===== src/rtl/itch_tx_serializer.sv =====
// ITCH transmit serializer: packs one ADD/CANCEL/EXEC book message per handshake
// into a little-endian framed 64-bit Avalon-ST stream (sop/eop/empty).
module itch_tx_serializer #(
  parameter int unsigned STREAM_W = 64,
  parameter int unsigned IDLE_GAP = 0
) (
  input  logic                clk,
  input  logic                rst_n,
  input  logic                in_valid,
  output logic                in_ready,
  input  logic [1:0]          in_mtype,
  input  logic                in_side,
  input  logic [31:0]         in_order_id,
  input  logic [31:0]         in_qty,
  input  logic [31:0]         in_price,
  output logic                m_valid,
  input  logic                m_ready,
  output logic [STREAM_W-1:0] m_data,
  output logic                m_sop,
  output logic                m_eop,
  output logic [2:0]          m_empty,
  output logic [31:0]         msg_cnt,
  output logic [15:0]         drop_cnt
);

  localparam int unsigned BEAT_W  = STREAM_W;
  localparam int unsigned FRAME_W = 3 * BEAT_W;
  localparam int unsigned GAP_W   = 8;

  localparam logic [1:0] MT_ADD    = 2'd0;
  localparam logic [1:0] MT_CANCEL = 2'd1;
  localparam logic [1:0] MT_EXEC   = 2'd2;

  if (STREAM_W != 64) begin : g_bad_stream_w
    $error("itch_tx_serializer: only STREAM_W=64 is supported");
  end
  if (IDLE_GAP > 255) begin : g_bad_idle_gap
    $error("itch_tx_serializer: IDLE_GAP must be 0..255");
  end

  typedef enum logic [1:0] {S_IDLE, S_SEND, S_GAP} state_t;

  state_t               state, state_d;
  logic [FRAME_W-1:0]   frame_buf, frame_buf_d, frame_c;
  logic [1:0]           beat, beat_d, beat_nx;
  logic [1:0]           last, last_d, frame_last_c;
  logic [2:0]           last_empty, last_empty_d, frame_empty_c;
  logic                 frame_keep_c;
  logic [GAP_W-1:0]     gap_cnt, gap_cnt_d;
  logic                 in_ready_d, m_valid_d, m_sop_d, m_eop_d;
  logic [BEAT_W-1:0]    m_data_d;
  logic [2:0]           m_empty_d;
  logic [31:0]          msg_cnt_d;
  logic [15:0]          drop_cnt_d;

  // Assemble the full frame image straight from the input fields
  always_comb begin
    frame_c         = '0;
    frame_last_c    = 2'd1;
    frame_empty_c   = 3'd6;
    frame_keep_c    = 1'b1;
    frame_c[16 +: 32] = in_order_id;
    case (in_mtype)
      MT_ADD: begin
        frame_c[7:0]      = 8'd19;
        frame_c[15:8]     = 8'h41;
        frame_c[87:80]    = in_side ? 8'h53 : 8'h42;
        frame_c[88 +: 32] = in_qty;
        frame_c[120 +: 32] = in_price;
        frame_last_c      = 2'd2;
        frame_empty_c     = 3'd5;
      end
      MT_CANCEL: begin
        frame_c[7:0]  = 8'd10;
        frame_c[15:8] = 8'h44;
      end
      MT_EXEC: begin
        frame_c[7:0]      = 8'd14;
        frame_c[15:8]     = 8'h45;
        frame_c[80 +: 32] = in_qty;
        frame_empty_c     = 3'd2;
      end
      default: begin
        frame_c      = '0;
        frame_keep_c = 1'b0;
      end
    endcase
  end

  // State register
  always_ff @(posedge clk or negedge rst_n) begin
    if (!rst_n) state <= S_IDLE;
    else        state <= state_d;
  end

  // Next-state logic
  always_comb begin
    state_d = state;
    case (state)
      S_IDLE: if (in_valid && in_ready && frame_keep_c) state_d = S_SEND;
      S_SEND: if (m_ready && m_eop) state_d = (IDLE_GAP != 0) ? S_GAP : S_IDLE;
      S_GAP:  if (gap_cnt == '0) state_d = S_IDLE;
      default: state_d = S_IDLE;
    endcase
  end

  // Next values for the registered outputs and frame datapath
  always_comb begin
    frame_buf_d  = frame_buf;
    beat_d       = beat;
    last_d       = last;
    last_empty_d = last_empty;
    gap_cnt_d    = gap_cnt;
    m_valid_d    = m_valid;
    m_data_d     = m_data;
    m_sop_d      = m_sop;
    m_eop_d      = m_eop;
    m_empty_d    = m_empty;
    msg_cnt_d    = msg_cnt;
    drop_cnt_d   = drop_cnt;
    beat_nx      = beat + 2'd1;
    case (state)
      S_IDLE: begin
        if (in_valid && in_ready) begin
          if (frame_keep_c) begin
            frame_buf_d  = frame_c;
            beat_d       = 2'd0;
            last_d       = frame_last_c;
            last_empty_d = frame_empty_c;
            m_valid_d    = 1'b1;
            m_data_d     = frame_c[BEAT_W-1:0];
            m_sop_d      = 1'b1;
            m_eop_d      = 1'b0;
            m_empty_d    = 3'd0;
          end else begin
            drop_cnt_d = drop_cnt + 16'd1;
          end
        end
      end
      S_SEND: begin
        if (m_ready) begin
          if (m_eop) begin
            m_valid_d = 1'b0;
            m_data_d  = '0;
            m_sop_d   = 1'b0;
            m_eop_d   = 1'b0;
            m_empty_d = 3'd0;
            msg_cnt_d = msg_cnt + 32'd1;
            gap_cnt_d = GAP_W'(IDLE_GAP - 1);
          end else begin
            beat_d    = beat_nx;
            m_data_d  = (beat_nx == 2'd2) ? frame_buf[2*BEAT_W +: BEAT_W]
                                          : frame_buf[BEAT_W +: BEAT_W];
            m_sop_d   = 1'b0;
            m_eop_d   = (beat_nx == last);
            m_empty_d = (beat_nx == last) ? last_empty : 3'd0;
          end
        end
      end
      S_GAP: begin
        if (gap_cnt != '0) gap_cnt_d = gap_cnt - GAP_W'(1);
      end
      default: ;
    endcase
    in_ready_d = (state_d == S_IDLE);
  end

  // Frame buffer and beat bookkeeping
  always_ff @(posedge clk or negedge rst_n) begin
    if (!rst_n) begin
      frame_buf  <= '0;
      beat       <= 2'd0;
      last       <= 2'd0;
      last_empty <= 3'd0;
      gap_cnt    <= '0;
    end else begin
      frame_buf  <= frame_buf_d;
      beat       <= beat_d;
      last       <= last_d;
      last_empty <= last_empty_d;
      gap_cnt    <= gap_cnt_d;
    end
  end

  // Registered stream outputs, handshake and counters
  always_ff @(posedge clk or negedge rst_n) begin
    if (!rst_n) begin
      in_ready <= 1'b1;
      m_valid  <= 1'b0;
      m_data   <= '0;
      m_sop    <= 1'b0;
      m_eop    <= 1'b0;
      m_empty  <= 3'd0;
      msg_cnt  <= 32'd0;
      drop_cnt <= 16'd0;
    end else begin
      in_ready <= in_ready_d;
      m_valid  <= m_valid_d;
      m_data   <= m_data_d;
      m_sop    <= m_sop_d;
      m_eop    <= m_eop_d;
      m_empty  <= m_empty_d;
      msg_cnt  <= msg_cnt_d;
      drop_cnt <= drop_cnt_d;
    end
  end

endmodule

===== config.mk =====
export PLATFORM = sky130hd
export DESIGN_NAME = itch_tx_serializer
export DESIGN_NICKNAME = d
export VERILOG_FILES = /design/src/rtl/itch_tx_serializer.sv
export SDC_FILE = /design/constraint.sdc
export NUM_CORES = 1
export LEC_CHECK = 0
export ABC_AREA = 1
export CAP_MARGIN = 30
export CORE_MARGIN = 4
export CORE_UTILIZATION = 40
export CTS_CLUSTER_DIAMETER = 150
export DETAILED_ROUTE_END_ITERATION = 12
export PLACE_DENSITY = 0.68
export SYNTH_ARGS = -nofsm -noshare
export SYNTH_HDL_FRONTEND = slang
export SYNTH_SLANG_ARGS = --single-unit

===== constraint.sdc =====
create_clock -name clk -period 1.9 [get_ports clk]
set_clock_uncertainty 0.15 [all_clocks]
set_input_delay 0.38 -clock clk [delete_from_list [all_inputs] [get_ports clk]]
set_output_delay 0.38 -clock clk [all_outputs]
set_load 0.005 [all_outputs]

Yosys cells after proc, flatten, opt, wreduce, memory -nomap -nowiden
Cells that the tools add are included.
{"block": "totals", "in_bits": 103, "reg_bits": 288, "output_inout_bits": 119, "elab_cells": 94}
{"block": "classes", "muxes": 45, "add_sub_neg": 4, "reduce_logical": 18, "bitwise_logic": 1, "n_eq_ne": 12}
{"op": "2-to-1 mux 64 bit", "count": 5}
{"op": "one-hot mux 64 bit (2 select lines)", "count": 1}
{"op": "one-hot mux 32 bit (2 select lines)", "count": 1}
{"op": "one-hot mux 15 bit (3 select lines)", "count": 1}
{"op": "2-to-1 mux 40 bit", "count": 1}
{"op": "adder 32 x 1 -> 32 bit (second input constant)", "count": 1}
{"op": "2-to-1 mux 32 bit", "count": 1}
{"op": "2-to-1 mux 8 bit", "count": 3}
{"op": "adder 16 x 1 -> 16 bit (second input constant)", "count": 1}
{"op": "2-to-1 mux 2 bit", "count": 8}
{"op": "one-hot mux 8 bit (2 select lines)", "count": 1}
{"op": "2-to-1 mux 3 bit", "count": 5}
{"op": "inequality test 2 bit (second input constant)", "count": 6}
{"op": "one-hot mux 3 bit (2 select lines)", "count": 2}
{"op": "2-to-1 mux 1 bit", "count": 10}
{"op": "AND reduction 5 bit", "count": 2}
{"op": "AND reduction 3 bit", "count": 3}
{"op": "logical NOT 8 bit", "count": 1}
{"op": "AND reduction 4 bit", "count": 2}
{"op": "nonzero test 8 bit", "count": 1}
{"op": "subtractor 8 x 1 -> 8 bit (second input constant)", "count": 1}
{"op": "equality test 2 bit (second input constant)", "count": 3}
{"op": "logical NOT 2 bit", "count": 3}
{"op": "one-hot mux 1 bit (2 select lines)", "count": 3}
{"op": "other kinds (10)", "count": 14}

Depth between registers and ports, before layout
Gate-level depths: netlist of run 1.
{"block": "depth", "ltp_word": 7, "ltp_mapped": 10}

Worst setup path before layout of run 1
Ideal clock, no wire load.
{"block": "synth_timing", "path_type": "flip-flop to flip-flop", "startpoint": "reg msg_cnt[0]", "endpoint": "reg msg_cnt[22]", "path_stages_with_launch": 8, "synth_period_minus_slack_ns": 1.700, "arrival_ns": 1.425, "required_time_ns": 1.625, "setup_ns": 0.125, "path_buffers": 0, "slack_ns": 0.200, "path_cell_list": "dfrtp_1 -> ha_1 -> inv_1 -> nor2_1 -> nand3_1 -> nor2_1 -> nand2_1 -> xnor2_1"}
{"block": "synth_via", "elab_chain_cells": 1}
{"item": "from (decl)", "line": "22", "rtl": "output logic [31:0] msg_cnt,"}
{"item": "from (signal assigned)", "line": "203", "rtl": "msg_cnt <= msg_cnt_d;"}
{"item": "adder 32 x 1 -> 32 bit", "line": "148", "rtl": "msg_cnt_d = msg_cnt + 32'd1;"}
No other way between the ends.
A chain may end at the register's enable or synchronous reset.

Worst setup path in the final report of run 1
{"block": "layout_timing", "startpoint": "reg in_ready", "endpoint": "reg frame_buf[106]"}
{"block": "layout_via", "elab_chain_cells": 2}
{"item": "from (decl)", "line": "10", "rtl": "output logic in_ready,"}
{"item": "from (signal assigned)", "line": "197", "rtl": "in_ready <= in_ready_d;"}
{"item": "logical AND 1 bit", "line": "124", "rtl": "if (in_valid && in_ready) begin"}
{"item": "AND reduction 3 bit (no line)"}
{"item": "to (signal assigned)", "line": "177", "rtl": "frame_buf <= frame_buf_d;"}
{"item": "to (decl)", "line": "44", "rtl": "logic [FRAME_W-1:0] frame_buf, frame_buf_d, frame_c;"}
No other way between the ends.

==> impl_summary.log, run 1 <==
[metrics] max-slew violations: 0
[metrics] crit end category: register
[metrics] combined area of the multi-input logic cells: 3640 sq um
[metrics] number of vias after detailed routing: 8,584
[metrics] pin slew with the least headroom to its limit: 0.432 ns
[metrics] clock network latency to the later pin of the worst-skew pair: 0.51 ns
[metrics] Worst Path Max Fanout: 44
[metrics] final HPWL from detailed placement: 19.8 mm
[metrics] Worst Setup EP: frame_buf[106]$_DFFE_PN0P_
[metrics] Syn Inst Count: 1,076
[metrics] number of antenna violations at the first check in global routing: 3
[metrics] area growth from synthesis to layout: 44.4%
[metrics] Synth cell types: 30
[metrics] path class of the lowest-slack min-delay path: in -> async
[metrics] Async S/R FF share, synth: 100%
[metrics] worst endpoint data arrival time: 2.07 ns
[metrics] nature of the critical path startpoint: register
[metrics] depth of the most critical reg-to-reg path: 8
[metrics] fraction of layout instances using a drive strength above 1: 13.2%
[metrics] power per cell area: 1170 nW/um^2
[metrics] wire length per cell after detailed routing: 16.6 um
[metrics] post-route minimum period: 1.85 ns
[metrics] Peak Freq: 542 MHz
[metrics] period utilization: 97.1%
[metrics] Clk pin slew, worst setup/hold paths: 0.06 ns
[metrics] outcome: completed
[metrics] Finished Core Util: 59.2%
[metrics] drt first-iter violations: 649
[metrics] Mean Syn Cell Area: 8.68 sq um
[metrics] Die Y-Extent: 161 um
[metrics] leak pwr: 6.78 nW
[metrics] maximum number of pins on one net before global-route repair: 54
[metrics] library cell with the largest summed area after synthesis: dfrtp_1
[metrics] number of register bits inferred by synthesis: 207
[metrics] final setup violating endpoints: 0
[metrics] total global routing overflow: 0
[metrics] Final Instance Count excl. Fillers: 1,720
[metrics] number of clock sinks seen by CTS: 207
[metrics] Max Cap Violations: 0
[metrics] antenna-violating nets left: 0
[metrics] cell types with the largest area share after synthesis: dfrtp_1 (55%), nand2_1 (12%), o21ai_0 (4.6%)
[metrics] die area: 25,900 sq um
[metrics] Cell Count Post-Placement: 1,619
[metrics] final hold vios: 0
[metrics] RSZ-0062 raised after global routing: true
[metrics] count of flip-flops with a built-in enable after synthesis: 0
[metrics] slack of the worst reg-to-reg path: 0.05 ns
[metrics] Total Routed Length: 28.5 mm
[metrics] starting density of the core: 41.0%
[metrics] worst-case headroom to the max-slew limit: 71.2%
[metrics] DR DRC count: 0
[metrics] CTS Buffer Depth: 3
[metrics] R2R Path Start: in_ready$_DFF_PN1_
[metrics] post-synthesis sequential area ratio: 55.4%
[metrics] Crit Path Category: reg -> reg
[metrics] number of top-level design ports: 222
[metrics] Core ar.: 22,800 sq um
[metrics] top cell type's share of synthesized area: 55.2%
[metrics] number of nets produced by synthesis: 1,188
[metrics] CP startpoint: in_ready$_DFF_PN1_
[metrics] setup TNS: 0 ns
[metrics] R2R Path End: frame_buf[106]$_DFFE_PN0P_
[metrics] leading register cell type out of synthesis: dfrtp_1
[metrics] Port Buf Inserts: 221
[metrics] Placer Congestion: 0.842
[metrics] routed vias/inst: 4.99
[metrics] net count of the finished layout: 1,501
[metrics] total standard cell area after synthesis: 9340 sq um
[metrics] endpoint required time on the critical path: 2.13 ns
[metrics] total clock buffers created by CTS: 23
[metrics] site row count: 55
[metrics] global-route wire length before repair: 45.6 mm
[metrics] all-layer global routing usage: 21.6%
[metrics] H-tree level count: 1
[metrics] Horiz. Die Dim: 161 um
[metrics] maximum vdd drop: 609 uV
[metrics] number of global-route vias before repair: 8,662
[metrics] post-route total power: 0.0158 W
[metrics] root buffer selected by CTS: clkbuf_16
[metrics] warning count from the yosys run: 0
[metrics] number of fillers in the final layout: 1,981
[metrics] detailed-routing iteration count for the pre-antenna-repair pass: 5
[metrics] CTS tree: built
[metrics] area taken by flip-flops and latches: 5190 sq um
[worst min path at each step]
stage | start | endpoint | slack [ns] | cells after the start
after floorplan | rst_n | beat[0]$_DFFE_PN0P_ | -0.07 | 0
after global placement | rst_n | drop_cnt[13]$_DFFE_PN0P_ | 0.21 | 1
after detailed placement | rst_n | drop_cnt[13]$_DFFE_PN0P_ | 0.21 | 1
after CTS | rst_n | drop_cnt[13]$_DFFE_PN0P_ | 0.24 | 2
after global routing | rst_n | drop_cnt[13]$_DFFE_PN0P_ | 0.26 | 2
final | rst_n | drop_cnt[9]$_DFFE_PN0P_ | 0.23 | 2
[worst max-delay path, stage by stage (launching register included)]
cell,delay (ns)
dfstp_2,0.54
nand2_1,0.06
inv_1,0.07
nand2_2,0.10
nor2_4,0.20
buf_12,0.23
o21ai_0,0.17
o21ai_0,0.11
nand2_1,0.07
[logic make-up (layout without fill, tap and decap cells)]
logic type	after synthesis	count (layout)	synth area share, %
other	0	2	0
flip-flops	207	207	55.4
XOR/XNOR	33	33	3.09
AO/OA/AOI/OAI	197	197	12.1
adder cells (fa/ha/maj)	9	9	1.21
buffers and inverters	137	466	6.13
AND/OR/NAND/NOR	493	493	22.0
[layer usage]
layer	global-route usage, %	vias to the layer above	wire length, um
li1	-	4153	-
met1	29.0	4104	12400
met2	34.7	265	13300
met3	5.36	58	1940
met4	6.94	4	834
met5	0	-	20
[flip-flops by register name, summed over array words and instances (netlist names)]
name / flops
beat: 2
last_empty: 3
m_valid: 1
msg_cnt: 32
m_data: 64
m_sop: 1
m_eop: 1
gap_cnt: 8
m_empty: 3
frame_buf: 72
state: 2
last: 1
drop_cnt: 16
in_ready: 1
[repair_timing]
item | CTS | global route
buffers inserted | 55 | 2
endpoints found under the hold margin | 39 | 0
endpoints found under the setup margin | 115 | 19
resized for setup | 121 | 13
hold buffers | 1 | 0
pin swaps | 0 | 1
[layout make-up]
type                            instances  area share, %
Clock buffer                           31           4.71
Multi-Input combinational cell        732           27.0
Inverter                               88           2.45
Timing Repair Buffer                  337           23.3
Sequential cell                       207           38.4
Antenna cell                            2         0.0371
Tap cell                              313           2.90
Clock inverter                         10           1.16
[synthesized netlist by cell type, types with 9 or more instances]
cell / number
a21oi_1: 59
a22o_1: 27
a22oi_1: 12
buf_2: 25
clkbuf_1: 15
dfrtp_1: 206
ha_1: 9
inv_1: 83
nand2_1: 293
nand3_1: 83
nand4_1: 13
nor2_1: 76
nor3_1: 14
o21ai_0: 85
xnor2_1: 13
xor2_1: 20
[layout by cell type (no fill, tap or decap), drive strengths merged, types with 9 or more instances in the layout]
master | synthesis | layout
dlygate4sd2 | 0 | 115
o21ai | 93 | 93
nand2 | 296 | 296
nor3 | 14 | 14
nand3 | 83 | 83
clkdlybuf4s50 | 0 | 101
nand4 | 14 | 14
a21oi | 60 | 60
clkbuf | 16 | 32
ha | 9 | 9
a22o | 27 | 27
dfrtp | 206 | 206
inv | 88 | 89
xnor2 | 13 | 13
buf | 33 | 115
xor2 | 20 | 20
nor2 | 83 | 83
a22oi | 12 | 12
[report_power, final]
group	switching [W]	internal, W	total (W)
Sequential	0.000631	0.00558	0.00621
Clock	0.00178	0.00289	0.00467
Combinational	0.00261	0.00231	0.00492
Total	0.00503	0.0108	0.0158
[metrics by stage]
stage                     setup WS, ns  instance area, sq um  hold WS (ns)
after floorplan                  0.200                  9340       -0.0656
after global placement          -0.301                 12400         0.209
after detailed placement        -0.386                 12400         0.212
after CTS                      0.00537                 13400         0.241
after global routing           -0.0108                 13500         0.255
final                           0.0545                 13500         0.229
Power figures use the tool's default switching activity.
==> run 2: changes to the inputs <==
==> constraint.sdc (replaced) <==
create_clock -name clk -period 1.9 [get_ports clk]
set_clock_uncertainty 0.15 [all_clocks]
set_input_delay 0.38 -clock clk [delete_from_list [all_inputs] [get_ports clk]]
set_output_delay 0.38 -clock clk [all_outputs]
set_load 0.05 [all_outputs]
==> run 2 against run 1 <==
Core utilization fell by 2.5 points. Design area down 4.1%. Wire length is 2.8% lower. Critical endpoint is now frame_buf[108]$_DFFE_PN0P_. Combinational power up 39%. Sequential cell count unchanged. Via count is 1.9% lower. Maximum frequency up 1.9%. Critical path depth did not move. Largest cell class unchanged. Highest routed layer unchanged. First-iteration DRC count decreased by 9.7%.
==> impl_summary.log, run 2 (synthesis results as in run 1) <==
[metrics] cell with the largest stage delay on the worst path: dfstp_2
[metrics] path class of the lowest-slack min-delay path: in -> async
[metrics] maximum vdd drop: 673 uV (+11%)
[metrics] register bank with the most flops: frame_buf
[metrics] maximum number of pins on one net before global-route repair: 47 (-13%)
[metrics] final HPWL from detailed placement: 20.7 mm (+4.8%)
[metrics] area taken by flip-flops and latches: 5180 sq um (about the same)
[metrics] Horiz. Die Dim: 161 um (unchanged)
[metrics] final setup violating endpoints: 0 (unchanged)
[metrics] combined area of the multi-input logic cells: 3620 sq um (-0.62%)
[metrics] Clk pin slew, worst setup/hold paths: 0.06 ns (about the same)
[metrics] starting density of the core: 41.0% (unchanged)
[metrics] endpoint required time on the critical path: 2.13 ns (about the same)
[metrics] final hold vios: 0 (unchanged)
[metrics] depth of the most critical reg-to-reg path: 8 (unchanged)
[metrics] number of flip-flops in the largest register: 72 (unchanged)
[metrics] total global routing overflow: 0 (unchanged)
[metrics] slack of the worst reg-to-reg path: 0.09 ns (+0.03 ns)
[metrics] pin slew with the least headroom to its limit: 0.467 ns (+0.0351 ns)
[metrics] Crit Path Category: reg -> reg
[metrics] Peak Freq: 552 MHz (+1.9%)
[metrics] area growth from synthesis to layout: 38.4%
[metrics] Core ar.: 22,800 sq um (unchanged)
[metrics] die area: 25,900 sq um (unchanged)
[metrics] largest stage delay on the critical path: 0.57 ns (+0.03 ns)
[metrics] global-route wire length before repair: 45.0 mm (-1.2%)
[metrics] number of top-level design ports: 222 (unchanged)
[metrics] Cell Count Post-Placement: 1,641 (+1.4%)
[metrics] fraction of layout instances using a drive strength above 1: 18.7% (+5.6 points)
[metrics] detailed-routing iteration count for the pre-antenna-repair pass: 5 (unchanged)
[metrics] crit end category: register
[metrics] drt first-iter violations: 586 (-9.7%)
[metrics] Worst Path Max Fanout: 21 (-52%)
[metrics] site row count: 55 (unchanged)
[metrics] largest registers: frame_buf: 72 flops, m_data: 64 flops, msg_cnt: 32 flops
[metrics] number of fillers in the final layout: 2,014 (+1.7%)
[metrics] antenna-violating nets left: 0 (unchanged)
[metrics] Die Y-Extent: 161 um (unchanged)
[metrics] Total Routed Length: 27.7 mm (-2.8%)
[metrics] DR DRC count: 0 (unchanged)
[metrics] CTS Buffer Depth: 3 (unchanged)
[metrics] max-slew violations: 0 (unchanged)
[metrics] number of antenna violations at the first check in global routing: 1 (-2)
[metrics] ordered cell list for the critical path: nand2_2, inv_1, nand2_2, nor2_4, buf_4, o21ai_0, o21ai_0, nand2_1
[metrics] leak pwr: 6.31 nW (-6.9%)
[metrics] post-route minimum period: 1.81 ns (-0.0341 ns)
[metrics] clock network latency to the later pin of the worst-skew pair: 0.51 ns (about the same)
[metrics] net count of the finished layout: 1,466 (-2.3%)
[metrics] leading cell type in the layout, fill and taps excluded: nand2_1
[metrics] nature of the critical path startpoint: register
[metrics] number of global-route vias before repair: 8,477 (-2.1%)
[metrics] worst endpoint data arrival time: 2.05 ns (-0.02 ns)
[metrics] CTS tree: built
[metrics] root buffer selected by CTS: clkbuf_16
[metrics] Placer Congestion: 0.892 (+6.0%)
[metrics] R2R Path Start: in_ready$_DFF_PN1_
[metrics] power per cell area: 1350 nW/um^2 (+15%)
[metrics] R2R Path End: frame_buf[108]$_DFFE_PN0P_
[metrics] Final Instance Count excl. Fillers: 1,685 (-2.0%)
[metrics] number of vias after detailed routing: 8,417 (-1.9%)
[metrics] Port Buf Inserts: 221 (unchanged)
[metrics] all-layer global routing usage: 21.2% (-0.44 points)
[metrics] wire length per cell after detailed routing: 16.4 um (-0.74%)
[metrics] total clock buffers created by CTS: 23 (unchanged)
[metrics] period utilization: 95.3% (-1.8 points)
[metrics] number of clock sinks seen by CTS: 207 (unchanged)
[metrics] Finished Core Util: 56.8% (-2.5 points)
[metrics] RSZ-0062 raised after global routing: false
[metrics] Max Cap Violations: 0 (unchanged)
[metrics] worst-case headroom to the max-slew limit: 68.8% (-2.3 points)
[metrics] H-tree level count: 1 (unchanged)
[metrics] commonest non-fill, non-tap cells in the layout: nand2_1 (292), dfrtp_1 (204), buf_4 (186), clkdlybuf4s50_1 (101), o21ai_0 (85)
[metrics] routed vias/inst: 5.00 (about the same)
[metrics] outcome: completed
==> run 2: cell types whose count changed in the layout (fill, tap and decap cells not counted), moves of 4 or more <==
| cell | delta |
|---|---|
| buf_4 | +86 |
| clkbuf_1 | +4 |
| dfrtp_1 | +4 |
| dfrtp_2 | -4 |
| dlygate4sd2_1 | -115 |
| dlymetal6s2s_1 | -4 |
| nor2_1 | +4 |
==> run 2: worst max-delay path by stage <==
stage,start,end,depth (start not counted)
6_report,in_ready$_DFF_PN1_,frame_buf[108]$_DFFE_PN0P_,8
5_1_grt,msg_cnt[0]$_DFFE_PN0P_,msg_cnt[14]$_DFFE_PN0P_,8
4_1_cts,msg_cnt[0]$_DFFE_PN0P_,msg_cnt[20]$_DFFE_PN0P_,7
3_5_place_dp,in_mtype[0],m_data[46]$_DFFE_PN0P_,9
3_3_place_gp,in_mtype[0],m_data[8]$_DFFE_PN0P_,9
2_1_floorplan,msg_cnt[2]$_DFFE_PN0P_,msg_cnt[22]$_DFFE_PN0P_,6
==> run 2: power by group <==
| part | switching [W] | internal (W) | total [W] |
|---|---|---|---|
| Combinational | 0.00447 | 0.00238 | 0.00685 |
| Clock | 0.00177 | 0.00254 | 0.00430 |
| Sequential | 0.000704 | 0.00558 | 0.00629 |
==> run 2: through the flow <==
| step | hold slack, ns | total power, W | TNS, ns | instance area, sq um | worst slack [ns] |
|---|---|---|---|---|---|
| CTS | 0.244 | 0.0176 | 0 | 12900 | 0.0441 |
| global route | 0.266 | 0.0185 | 0 | 12900 | 0.00694 |
| finish | 0.260 | 0.0174 | 0 | 12900 | 0.0885 |
| floorplan | -0.0656 | 0.0106 | 0 | 9350 | 0.00538 |
| global placement | 0.226 | 0.0131 | -39.34 | 12200 | -0.313 |
| detailed placement | 0.226 | 0.0132 | -43.97 | 12200 | -0.357 |
==> run 2: what timing repair did <==
| item | CTS | global route |
|---|---|---|
| buffers inserted | 0 | 0 |
| endpoints found under the setup margin | 0 | 11 |
| resized for setup | 0 | 3 |
| hold buffers | 1 | 0 |
| endpoints found under the hold margin | 36 | 0 |
==> run 2: layout make-up <==
type                    count  share of cell area (%)
repair buffers            302                    20.7
clock inverters             6                   0.455
inverters                  88                    2.55
flip-flops and latches    207                    40.1
diodes                      1                  0.0193
clock buffers              36                    5.14
multi-input cells         732                    28.0
well taps                 313                    3.03
==> run 2: worst max-delay path: cells and delay by family, from the launching register on <==
| family | cells | cell delay [ns] |
|---|---|---|
| buffers and inverters | 2 | 0.32 |
| and+or+nand+nor | 4 | 0.37 |
| AOI/OAI and AO/OA | 2 | 0.28 |
| DFF | 1 | 0.57 |
==> run 2: per-layer routing <==
metal,track usage [%],part of all wire [%],vias to the layer above
met5,0,0.047,-
met3,6.13,8.0,53
met1,27.7,42,4009
met4,6.55,3.0,2
met2,34.2,47,271
li1,-,-,4082
